`config.mk`:
```
export PLATFORM = sky130hd
export DESIGN_NAME = apb_irq_test_slv_flat
export DESIGN_NICKNAME = d
export VERILOG_FILES = /design/src/rtl/apb_irq_test_slv_pkg.sv /design/src/rtl/apb_irq_test_slv_if.sv /design/src/rtl/apb_irq_test_slv_tmr.sv /design/src/rtl/apb_irq_test_slv.sv /design/src/flat_wrapper.sv
export SDC_FILE = /design/constraint.sdc
export NUM_CORES = 1
export LEC_CHECK = 0
export BUFFER_PORTS_ARGS = -buffer_cell sky130_fd_sc_hd__buf_2
export CAP_MARGIN = 20
export CORE_AREA = 10 10 155 157
export CTS_CLUSTER_DIAMETER = 120
export DETAILED_ROUTE_END_ITERATION = 10
export DIE_AREA = 0 0 165 167
export PLACE_DENSITY_LB_ADDON = 0.25
export SLEW_MARGIN = 25
export SYNTH_ARGS = -nofsm -noshare
export SYNTH_HDL_FRONTEND = slang
export SYNTH_HIERARCHICAL = 1
export SYNTH_SLANG_ARGS = --single-unit
```
`constraint.sdc`:
```
create_clock -name clk -period 3.3 [get_ports clk]
set_input_delay 0.495 -clock clk [delete_from_list [all_inputs] [get_ports clk]]
set_output_delay 0.495 -clock clk [all_outputs]
set_load 0.02 [all_outputs]
```
`src/rtl/apb_irq_test_slv_pkg.sv`:
```
// Shared definitions for the APB interrupt test slave: register map, CTRL layout,
// wait-counter width and the bus FSM state type.
package apb_test_pkg;

  localparam logic [7:0] OFS_ID     = 8'h00;
  localparam logic [7:0] OFS_CTRL   = 8'h04;
  localparam logic [7:0] OFS_STATUS = 8'h08;
  localparam logic [7:0] OFS_SWSET  = 8'h0C;
  localparam logic [7:0] OFS_LOAD   = 8'h10;
  localparam logic [7:0] OFS_CNT    = 8'h14;
  localparam logic [7:0] OFS_CH     = 8'h18;
  localparam logic [7:0] OFS_SCR    = 8'h20;

  localparam int WAIT_W = 4;

  localparam int CTRL_EN       = 0;
  localparam int CTRL_RL       = 1;
  localparam int CTRL_MASK_LSB = 8;

  typedef enum logic [1:0] {
    ST_IDLE,
    ST_WAIT,
    ST_DONE
  } apb_st_e;

endpackage

```
`src/rtl/apb_irq_test_slv_if.sv`:
```
// APB3 bus bundle between a master and the interrupt test slave.
interface apb_irq_test_slv_if #(
  parameter int ADDR_W = 32,
  parameter int DATA_W = 32
) ();
  logic [ADDR_W-1:0] paddr;
  logic              psel;
  logic              penable;
  logic              pwrite;
  logic [DATA_W-1:0] pwdata;
  logic [DATA_W-1:0] prdata;
  logic              pready;
  logic              pslverr;

  modport master (
    output paddr, psel, penable, pwrite, pwdata,
    input  prdata, pready, pslverr
  );

  modport slave (
    input  paddr, psel, penable, pwrite, pwdata,
    output prdata, pready, pslverr
  );
endinterface

```
`src/rtl/apb_irq_test_slv_tmr.sv`:
```
// Countdown timer: reload register, decrement, auto-reload and a one-hot pending-set
// pulse on the selected channel when the count steps from 1 to 0.
module apb_irq_tmr #(
  parameter int DATA_W  = 32,
  parameter int IRQ_NUM = 8,
  parameter int CH_W    = 3
) (
  input  logic               clk,
  input  logic               rst_n,
  input  logic               en,
  input  logic               auto_reload,
  input  logic               load_we,
  input  logic [DATA_W-1:0]  load_val,
  input  logic [CH_W-1:0]    ch,
  output logic [DATA_W-1:0]  load,
  output logic [DATA_W-1:0]  cnt,
  output logic [IRQ_NUM-1:0] set
);

  logic fire;

  // A register write in the same cycle suppresses the decrement, hence no expiry.
  assign fire = en & ~load_we & (cnt == DATA_W'(1));

  always_comb begin
    set = '0;
    for (int i = 0; i < IRQ_NUM; i++) begin
      if (fire && ch == CH_W'(i)) set[i] = 1'b1;
    end
  end

  always_ff @(posedge clk or negedge rst_n) begin
    if (!rst_n) begin
      load <= '0;
      cnt  <= '0;
    end else if (load_we) begin
      load <= load_val;
      cnt  <= load_val;
    end else if (en) begin
      if (cnt != '0)       cnt <= cnt - DATA_W'(1);
      else if (auto_reload) cnt <= load;
    end
  end

endmodule

```
`src/rtl/apb_irq_test_slv.sv`:
```
// APB3 test slave: register file, programmable wait states, error decode and a
// timer/software driven level interrupt source.
module apb_irq_test_slv
  import apb_test_pkg::*;
#(
  parameter int                ADDR_W   = 32,
  parameter int                DATA_W   = 32,
  parameter int                NUM_SCR  = 4,
  parameter int                WAIT_CYC = 0,
  parameter int                IRQ_NUM  = 8,
  parameter logic [DATA_W-1:0] ID_VALUE = 32'h4D56_5531
) (
  input  logic               clk,
  input  logic               rst_n,
  apb_irq_test_slv_if.slave  apb,
  output logic [IRQ_NUM-1:0] irq
);

  localparam int CH_W = (IRQ_NUM > 1) ? $clog2(IRQ_NUM) : 1;
  localparam logic [WAIT_W-1:0] WAIT_LAST = WAIT_W'((WAIT_CYC > 0) ? WAIT_CYC - 1 : 0);

  apb_st_e             state, state_nxt;
  logic [WAIT_W-1:0]   wcnt, wcnt_nxt;
  logic                access, ready, fin;
  logic [7:0]          off;
  logic                hit, err, we;
  logic [DATA_W-1:0]   rd_val;
  logic                tmr_en, tmr_rl;
  logic [IRQ_NUM-1:0]  mask, pending, tmr_set, sw_set, w1c;
  logic [CH_W-1:0]     tmr_ch;
  logic [DATA_W-1:0]   tmr_load, tmr_cnt;
  logic [DATA_W-1:0]   scr [NUM_SCR];
  logic                unused_paddr;

  assign access       = apb.psel & apb.penable;
  assign off          = apb.paddr[7:0];
  assign unused_paddr = ^apb.paddr[ADDR_W-1:8];

  always_ff @(posedge clk or negedge rst_n) begin
    if (!rst_n) begin
      state <= ST_IDLE;
      wcnt  <= '0;
    end else begin
      state <= state_nxt;
      wcnt  <= wcnt_nxt;
    end
  end

  // The first access cycle counts as the first wait state; DONE is the single ready cycle.
  always_comb begin
    state_nxt = state;
    wcnt_nxt  = wcnt;
    ready     = 1'b1;
    fin       = 1'b0;
    case (state)
      ST_IDLE: begin
        if (access) begin
          if (WAIT_CYC == 0) begin
            fin = 1'b1;
          end else begin
            ready     = 1'b0;
            wcnt_nxt  = WAIT_W'(1);
            state_nxt = (WAIT_CYC == 1) ? ST_DONE : ST_WAIT;
          end
        end
      end
      ST_WAIT: begin
        if (!access) begin
          state_nxt = ST_IDLE;
          wcnt_nxt  = '0;
        end else begin
          ready = 1'b0;
          if (wcnt == WAIT_LAST) begin
            state_nxt = ST_DONE;
            wcnt_nxt  = '0;
          end else begin
            wcnt_nxt = wcnt + WAIT_W'(1);
          end
        end
      end
      ST_DONE: begin
        state_nxt = ST_IDLE;
        wcnt_nxt  = '0;
        fin       = access;
      end
      default: begin
        state_nxt = ST_IDLE;
        wcnt_nxt  = '0;
      end
    endcase
  end

  always_comb begin
    hit    = 1'b0;
    rd_val = '0;
    case (off)
      OFS_ID:     begin hit = 1'b1; rd_val = ID_VALUE; end
      OFS_CTRL: begin
        hit                              = 1'b1;
        rd_val[CTRL_EN]                  = tmr_en;
        rd_val[CTRL_RL]                  = tmr_rl;
        rd_val[CTRL_MASK_LSB +: IRQ_NUM] = mask;
      end
      OFS_STATUS: begin hit = 1'b1; rd_val[IRQ_NUM-1:0] = pending; end
      OFS_SWSET:  hit = 1'b1;
      OFS_LOAD:   begin hit = 1'b1; rd_val = tmr_load; end
      OFS_CNT:    begin hit = 1'b1; rd_val = tmr_cnt; end
      OFS_CH:     begin hit = 1'b1; rd_val[CH_W-1:0] = tmr_ch; end
      default: ;
    endcase
    for (int k = 0; k < NUM_SCR; k++) begin
      if (off == OFS_SCR + 8'(4 * k)) begin
        hit    = 1'b1;
        rd_val = scr[k];
      end
    end
  end

  assign err = (apb.paddr[1:0] != 2'b00) | ~hit |
               (apb.pwrite & ((off == OFS_ID) | (off == OFS_CNT)));
  assign we  = fin & apb.pwrite & ~err;

  assign apb.pready  = ready;
  assign apb.pslverr = fin & err;
  assign apb.prdata  = (fin && !err && !apb.pwrite) ? rd_val : '0;

  assign sw_set = (we && off == OFS_SWSET)  ? apb.pwdata[IRQ_NUM-1:0] : '0;
  assign w1c    = (we && off == OFS_STATUS) ? apb.pwdata[IRQ_NUM-1:0] : '0;

  always_ff @(posedge clk or negedge rst_n) begin
    if (!rst_n) begin
      tmr_en  <= 1'b0;
      tmr_rl  <= 1'b0;
      mask    <= '0;
      tmr_ch  <= '0;
      pending <= '0;
      irq     <= '0;
      for (int k = 0; k < NUM_SCR; k++) scr[k] <= '0;
    end else begin
      if (we && off == OFS_CTRL) begin
        tmr_en <= apb.pwdata[CTRL_EN];
        tmr_rl <= apb.pwdata[CTRL_RL];
        mask   <= apb.pwdata[CTRL_MASK_LSB +: IRQ_NUM];
      end
      if (we && off == OFS_CH) tmr_ch <= apb.pwdata[CH_W-1:0];
      // Sets are ORed in after the clear so a coincident set always survives.
      pending <= (pending & ~w1c) | sw_set | tmr_set;
      irq     <= pending & mask;
      for (int k = 0; k < NUM_SCR; k++) begin
        if (we && off == OFS_SCR + 8'(4 * k)) scr[k] <= apb.pwdata;
      end
    end
  end

  apb_irq_tmr #(
    .DATA_W  (DATA_W),
    .IRQ_NUM (IRQ_NUM),
    .CH_W    (CH_W)
  ) u_tmr (
    .clk         (clk),
    .rst_n       (rst_n),
    .en          (tmr_en),
    .auto_reload (tmr_rl),
    .load_we     (we && off == OFS_LOAD),
    .load_val    (apb.pwdata),
    .ch          (tmr_ch),
    .load        (tmr_load),
    .cnt         (tmr_cnt),
    .set         (tmr_set)
  );

endmodule

```
`src/flat_wrapper.sv`:
```
// flat-port wrapper written by rule: the top's interface ports become plain ports
module apb_irq_test_slv_flat import apb_test_pkg::*;
#(
  parameter int                ADDR_W   = 32,
  parameter int                DATA_W   = 32,
  parameter int                NUM_SCR  = 4,
  parameter int                WAIT_CYC = 0,
  parameter int                IRQ_NUM  = 8,
  parameter logic [DATA_W-1:0] ID_VALUE = 32'h4D56_5531
)
  (clk, rst_n, irq, apb_paddr, apb_psel, apb_penable, apb_pwrite, apb_pwdata, apb_prdata, apb_pready, apb_pslverr);
  apb_irq_test_slv_if #(.ADDR_W(ADDR_W), .DATA_W(DATA_W)) apb_i ();
  input  logic clk;
  input  logic rst_n;
  output logic [IRQ_NUM-1:0] irq;
  input wire logic [$bits(apb_i.paddr)-1:0] apb_paddr;
  input wire logic [$bits(apb_i.psel)-1:0] apb_psel;
  input wire logic [$bits(apb_i.penable)-1:0] apb_penable;
  input wire logic [$bits(apb_i.pwrite)-1:0] apb_pwrite;
  input wire logic [$bits(apb_i.pwdata)-1:0] apb_pwdata;
  output wire logic [$bits(apb_i.prdata)-1:0] apb_prdata;
  output wire logic [$bits(apb_i.pready)-1:0] apb_pready;
  output wire logic [$bits(apb_i.pslverr)-1:0] apb_pslverr;
  assign apb_i.paddr = apb_paddr;
  assign apb_i.psel = apb_psel;
  assign apb_i.penable = apb_penable;
  assign apb_i.pwrite = apb_pwrite;
  assign apb_i.pwdata = apb_pwdata;
  assign apb_prdata = apb_i.prdata;
  assign apb_pready = apb_i.pready;
  assign apb_pslverr = apb_i.pslverr;
  apb_irq_test_slv #(.ADDR_W(ADDR_W), .DATA_W(DATA_W), .NUM_SCR(NUM_SCR), .WAIT_CYC(WAIT_CYC), .IRQ_NUM(IRQ_NUM), .ID_VALUE(ID_VALUE)) u_core (.clk(clk), .rst_n(rst_n), .apb(apb_i), .irq(irq));
endmodule
```
After elaboration in Yosys (flattened, before gate mapping)

Index checks and enable logic that the tools add are counted.

Add/sub/neg operators: 2
Bitwise logic cells: 19
Reductions and logical operators: 32
Equality and inequality tests: 21
Mux-type cells: 39

Operator list:

| operator                                                                | count |
|---|---|
| 32-bit 2-to-1 mux                                                       | 9 |
| 16-bit case mux with 3 select lines                                     | 1 |
| 32-bit by 1-bit equality test with 1-bit output (second input constant) | 1 |
| 8-bit by 6-bit equality test with 1-bit output (second input constant)  | 4 |
| 8-bit case mux with 4 select lines                                      | 1 |
| 32-bit nonzero test                                                     | 1 |
| 32-bit by 1-bit subtractor with 32-bit output (second input constant)   | 1 |
| 8-bit by 5-bit equality test with 1-bit output (second input constant)  | 3 |
| 5-bit case mux with 4 select lines                                      | 1 |
| 1-bit logical AND                                                       | 19 |
| 8-bit bitwise AND                                                       | 2 |
| 8-bit by 4-bit equality test with 1-bit output (second input constant)  | 2 |
| 1-bit 2-to-1 mux                                                        | 16 |
| 8-bit 2-to-1 mux                                                        | 2 |
| 8-bit OR                                                                | 2 |
| 3-bit equality test (second input constant)                             | 4 |
| 2-bit case mux with 6 select lines                                      | 1 |
| 8-bit by 3-bit equality test with 1-bit output (second input constant)  | 1 |
| 8-bit zero test                                                         | 1 |
| 4-bit 2-to-1 mux                                                        | 2 |
| 8-bit NOT                                                               | 1 |
| 4-bit case mux with 2 select lines                                      | 1 |
| 1-bit bitwise AND                                                       | 7 |
| 7-bit OR reduction                                                      | 1 |
| 19 further kinds                                                        | 29 |

Logic and storage cells: 127
Register bits: 227
Output and inout port bits: 42

Logic depth before layout (Yosys ltp)

Word-level depth: 19
Mapped depth: 13
Gate-level depth less buffers: 10

Cells and area by module

The synthesis kept the hierarchy.

Modules (own cells, without submodules):

| module           | cells an instance | seq. area each (um2) | area an instance (um2) | instances |
|---|---|---|---|---|
| apb_irq_test_slv | 745               | 3928.8               | 8695.8                 | 1 |
| apb_irq_tmr      | 392               | 1601.5               | 3628.5                 | 1 |

Worst setup path after synthesis

Ideal clock, no wire load.

Kind: input -> register
Start: in apb_paddr[7]
End: reg u_core.pending[0]
Setup time: 67 ps
Buffers on the path: 3
Path slack: 79 ps
Data arrival time: 3154 ps
Data required time: 3233 ps
Stages: 13
Cells stage by stage: buf_4 -> or3_1 -> buf_2 -> or4_4 -> nand2_4 -> nor4b_1 -> clkbuf_1 -> nor2_1 -> nand4_1 -> nor4_1 -> and2b_1 -> nor3b_1 -> a221o_1

Longest elaborated chain between the ends: 19

RTL lines:

| element                                                                | line                                            | RTL |
|---|---|---|
| start: declaration                                                     | flat_wrapper.sv:16                              | `input wire logic [$bits(apb_i.paddr)-1:0] apb_paddr;` |
| 8-bit by 5-bit equality test with 1-bit output (tied with other cells) | apb_irq_test_slv.sv:96, apb_irq_test_slv.sv:164 |  |
| 7-bit OR reduction (no line)                                           | n/a                                             |  |
| 1-bit 2-to-1 mux                                                       | apb_irq_test_slv.sv:96                          | `case (off)` |
| 1-bit 2-to-1 mux (4 in series)                                         | apb_irq_test_slv.sv:112                         | `if (off == OFS_SCR + 8'(4 * k)) begin` |
| 1-bit NOT                                                              | apb_irq_test_slv.sv:119                         | `assign err = (apb.paddr[1:0] != 2'b00) \| ~hit \|` |
| 1-bit OR (2 in series)                                                 | apb_irq_test_slv.sv:119                         |  |
| 1-bit NOT                                                              | apb_irq_test_slv.sv:121                         | `assign we = fin & apb.pwrite & ~err;` |
| 1-bit bitwise AND                                                      | apb_irq_test_slv.sv:121                         |  |
| 1-bit logical AND (*)                                                  | apb_irq_test_slv.sv:164                         | `.load_we (we && off == OFS_LOAD),` |
| 1-bit NOT (*)                                                          | apb_irq_test_slv_tmr.sv:23                      | `assign fire = en & ~load_we & (cnt == DATA_W'(1));` |
| 1-bit bitwise AND (*) (2 in series)                                    | apb_irq_test_slv_tmr.sv:23                      |  |
| 1-bit logical AND (*)                                                  | apb_irq_test_slv_tmr.sv:28                      | `if (fire && ch == CH_W'(i)) set[i] = 1'b1;` |
| 1-bit 2-to-1 mux (*)                                                   | apb_irq_test_slv_tmr.sv:28                      |  |
| named net u_core.tmr_set[0]                                            | apb_irq_test_slv.sv:29                          | `logic [IRQ_NUM-1:0] mask, pending, tmr_set, sw_set, w1c;` |
| 8-bit OR (*)                                                           | apb_irq_test_slv.sv:147                         | `pending <= (pending & ~w1c) \| sw_set \| tmr_set;` |
| end signal: assignment                                                 | apb_irq_test_slv.sv:147                         |  |
| end: declaration                                                       | apb_irq_test_slv.sv:29                          |  |

Mark *: on every way through the listed nets, which the timed path passes. The rest lies on a longest branch.
A chain may end at the register's enable or synchronous reset.

Worst setup path in the final report

Start: in apb_paddr[3]
End: out apb_prdata[25]

Longest elaborated chain between the ends: 14

RTL lines:

| element                                                                | line                    | RTL |
|---|---|---|
| 8-bit by 5-bit equality test with 1-bit output (tied with other cells) | apb_irq_test_slv.sv:96  |  |
| 7-bit OR reduction (no line)                                           | n/a                     |  |
| 1-bit 2-to-1 mux                                                       | apb_irq_test_slv.sv:96  |  |
| 1-bit 2-to-1 mux (4 in series)                                         | apb_irq_test_slv.sv:112 |  |
| 1-bit NOT                                                              | apb_irq_test_slv.sv:119 |  |
| 1-bit OR (2 in series)                                                 | apb_irq_test_slv.sv:119 |  |
| 1-bit zero test                                                        | apb_irq_test_slv.sv:125 | `assign apb.prdata = (fin && !err && !apb.pwrite) ? rd_val : '0;` |
| 1-bit logical AND (2 in series)                                        | apb_irq_test_slv.sv:125 |  |
| 32-bit 2-to-1 mux (*)                                                  | apb_irq_test_slv.sv:125 |  |
| end: declaration                                                       | flat_wrapper.sv:21      | `output wire logic [$bits(apb_i.prdata)-1:0] apb_prdata;` |

Every way passes the cells marked *; elsewhere a longest branch is shown, timed or not.

==> summary.md <==
| Metric | Value |
|---|---|
| Status | finished clean |
| DP HPWL | 26200 um |
| CTS tree | yes |
| HP Class | in -> reg |
| Comb pwr share | 0.064 |
| Multi-input logic area | 0.00629 mm^2 |
| Mean number of vias per cell | 6.61 |
| Vias in the first global route | 10200 |
| Post-Synthesis Cell Area | 0.0123 mm^2 |
| Storage element area | 0.00553 mm^2 |
| Max stage delay on crit path | 0.43 ns |
| CP Data Arrival Time | 2.60 ns |
| Crit path max fanout | 14 |
| Final ANT Viol Nets | 0 |
| Yosys top cell by area | dfrtp_1 |
| Initial core utilization | 0.592 |
| Max cap viols | 0 |
| FFs w/ async S/R, synth | 1.00 |
| Final global-route overflow total | 0 |
| Number of synthesized flops with an enable pin | 0 |
| DRC violations left | 0 |
| Clk Tree Root Cell | clkbuf_16 |
| Setup bufs post-CTS | 0 |
| Cell leakage power | 6.45 nW |
| Fillers | 1607 |
| Most common cell on crit path | buf_2 |
| Primary FF master, synth | dfrtp_1 |
| Met2 wire length | 17700 um |
| ANT cells | 0 |
| DR WL/cell | 24.8 um |
| Final wirelength | 37900 um |
| Total power | 0.00567 W |
| CP Class | in -> out |
| Post-layout util | 0.675 |
| Peak supply drop | 0.000386 V |
| Post-DP Area | 0.0133 mm^2 |
| Hold Vio Cnt, Final | 0 |
| Synthesized netlist net count | 1208 |
| Final worst slack | 0.201 ns |
| Total CTS buffers | 25 |
| All-Layer GR Usage | 0.269 |
| Initial antenna violation count | 0 |
| Setup violators final | 0 |
| GPL Wtd Cong | 0.947 |
| Sequential Power Share | 0.483 |
| Fmax | 0.323 GHz |
| Vert. Die Dim | 167 um |
| Reg2Reg Setup Slack | 0.27 ns |
| Top-level I/O count | 111 |
| Library cells used by synthesis | 74 |
| Slowest cell on the critical path | o2bb2ai_1 |
| Top layer in use | met4 |
| H-tree lvl count | 1 |
| Minimum clock period | 3.10 ns |
| Register area share after synthesis | 0.449 |
| Post-synth top area share | 0.449 |
| Row cnt | 53 |
| Final worst path period share | 0.939 |
| Fraction of layout cells with a size suffix above 1 | 0.307 |
| Min-Delay Endpoint | u_core/scr[115]$_DFFE_PN0P_ |
| Worst path depth | 8 |
| Cells after Synth | 1137 |
| CTS max path bufs | 3 |
| IO Port Bufs | 85 |
| Worst setup SP type | input pin |
| Actual slew at the worst max-slew pin | 0.649 ns |
| Reg-to-Reg End | u_core/pending[0]$_DFF_PN0_ |
| RSZ-0062 raised after global routing | false |
| Design area | 0.0141 mm^2 |
| Vias | 10100 |
| Worst r2r src | u_core/u_tmr/cnt[27]$_DFFE_PN0P_ |
| Synth-to-Final Area Change | 14.1% |
| Largest net degree at the start of global routing | 79 |
| DIE AREA | 0.0276 mm^2 |
| Largest cells by area after synthesis | dfrtp_1 (45%), mux2_4 (11%), mux2_2 (6.9%) |
| Slew HR | 0.568 |
| Internal power | 0.00430 W |
| M1 WL | 15500 um |
| Min-Delay Path Depth | 2 |
| Pre-CTS setup slack | 0.0661 ns |
| Crit end category | output pin |
| Post-CTS Hold Buffers | 1 |
| Core Region | 0.0208 mm^2 |
| Skew final | 0.00982 ns |
| Post_cts resized | 0 |
| Worst skew pair latency | 0.52 ns |
| Layout net count | 1308 |
| Clock slew at reported path FFs | 0.06 ns |
| Yosys warnings | 6 |
| Power per cell area | 403 mW/mm^2 |
| Min-delay src | apb_pwdata[19] |
| CP startpoint | apb_paddr[3] |
| Crit path max-delay family | compound AO/OA/AOI/OAI gates |
| Drt first pass iters | 5 |
| Clock power share | 0.454 |
| Synthesis-stage register bit count | 221 |
| Critical path, cell by cell | buf_2 > buf_4 > nor2_1 > nand3_1 > o2bb2ai_1 > o221ai_1 > a21oi_1 > buf_2 |
| 1st-iter DRT viols | 1019 |
| Mean Syn Cell Area | 10.8 um^2 |
| CTS sink count | 221 |
| Met3 Wirelength | 2860 um |
| Sw Ratio | 0.240 |
| Required time worst endpoint | 2.80 ns |
| Die Width | 165 um |
| Worst Reg-to-Reg Cells | 8 |
| Crit path buf inv count | 3 |
| Net load switching power | 0.00136 W |
| Total count of max-transition violations in the final report | 0 |
| First-pass GRT wire length | 59300 um |
per-stage QoR:
stage | instances | hold WS, ns | setup TNS, ns
after floorplan | 1137 | 0.199 | 0
after global placement | 1484 | 0.467 | -0.0161
after detailed placement | 1484 | 0.477 | 0
after CTS | 1526 | 0.266 | 0
after global routing | 1526 | 0.290 | 0
final | 1526 | 0.274 | 0
logic make-up after synthesis:
logic type | synth area share
AO/OA/AOI/OAI | 0.167
XOR/XNOR | 0.00640
adder cells (fa/ha/maj) | 0.00203
buffers and inverters | 0.0443
flip-flops | 0.449
multiplexers | 0.205
other | 0.000304
AND/OR/NAND/NOR | 0.127
area by class of cell:
type	count	share of cell area
multi-input combinational	804	0.447
sequential	221	0.393
timing repair buffer	155	0.0748
clock buffer	36	0.0503
tap	275	0.0245
inverter	30	0.00801
clock inverter	5	0.00196
per-layer routing:
layer	track usage	vias up
li1	-	4456
met1	0.360	5010
met2	0.421	515
met3	0.0454	103
met4	0.116	0
met5	0	-
flip-flops by register name, indices dropped and copies added (netlist names):
register / count
u_core/pending: 8
u_core/tmr_rl: 1
u_core/tmr_en: 1
u_core/u_tmr/load: 32
u_core/u_tmr/cnt: 32
u_core/irq: 8
u_core/tmr_ch: 3
u_core/mask: 8
u_core/scr: 128
cell usage after synthesis, drive strengths merged (15+ instances only):
cell,number
nor2,36
mux2i,25
nor4,15
nand3,27
clkbuf,47
nor3,31
a21oi,95
inv,30
o2bb2ai,16
a22oi,18
o21ai,66
nand2,73
mux2,168
buf,35
dfrtp,221
worst max path at each step:
stage | to
floorplan | u_core/pending[0]$_DFF_PN0_
global route | u_core/pending[0]$_DFF_PN0_
finish | apb_prdata[25]
global placement | u_core/pending[0]$_DFF_PN0_
CTS | apb_prdata[25]
detailed placement | u_core/pending[0]$_DFF_PN0_
worst reg2reg max path: cells and delay by family (launching register included):
kind                   cells  cell delay, ns
flip-flops                 1            0.44
buffers and inverters      1            0.20
AO/OA/AOI/OAI              1            0.13
AND/OR/NAND/NOR            6            2.21
placed cells by master, fill, tap and decap left out, drive strengths merged, types with 5 or more instances in the layout:
master,instances
clkbuf,36
o2bb2ai,16
o221ai,9
mux2,168
nor2b,13
and3,10
a21oi,95
a221oi,7
nand3,27
inv,30
nand2b,13
o21ai,66
a311o,9
a211oi,8
o211ai,13
or4b,5
o311ai,6
o22ai,7
nor3,31
nor2,36
buf,154
nand2,73
a31oi,10
or3,9
mux2i,25
xnor2,5
a22oi,18
a221o,14
or4,12
dfrtp,221
or2,8
nand4,7
o31ai,7
a21o,11
and2,12
nor4,15
power groups by stage:
stage	Combinational, W	Sequential, W	Clock [W]
after global routing	0.000391	0.00273	0.00271
final	0.000362	0.00273	0.00257
after detailed placement	0.000356	0.00278	0
after CTS	0.000360	0.00273	0.00260
after global placement	0.000349	0.00278	0
after floorplan	0.000149	0.00278	0
(Power assumes the default switching activity.)
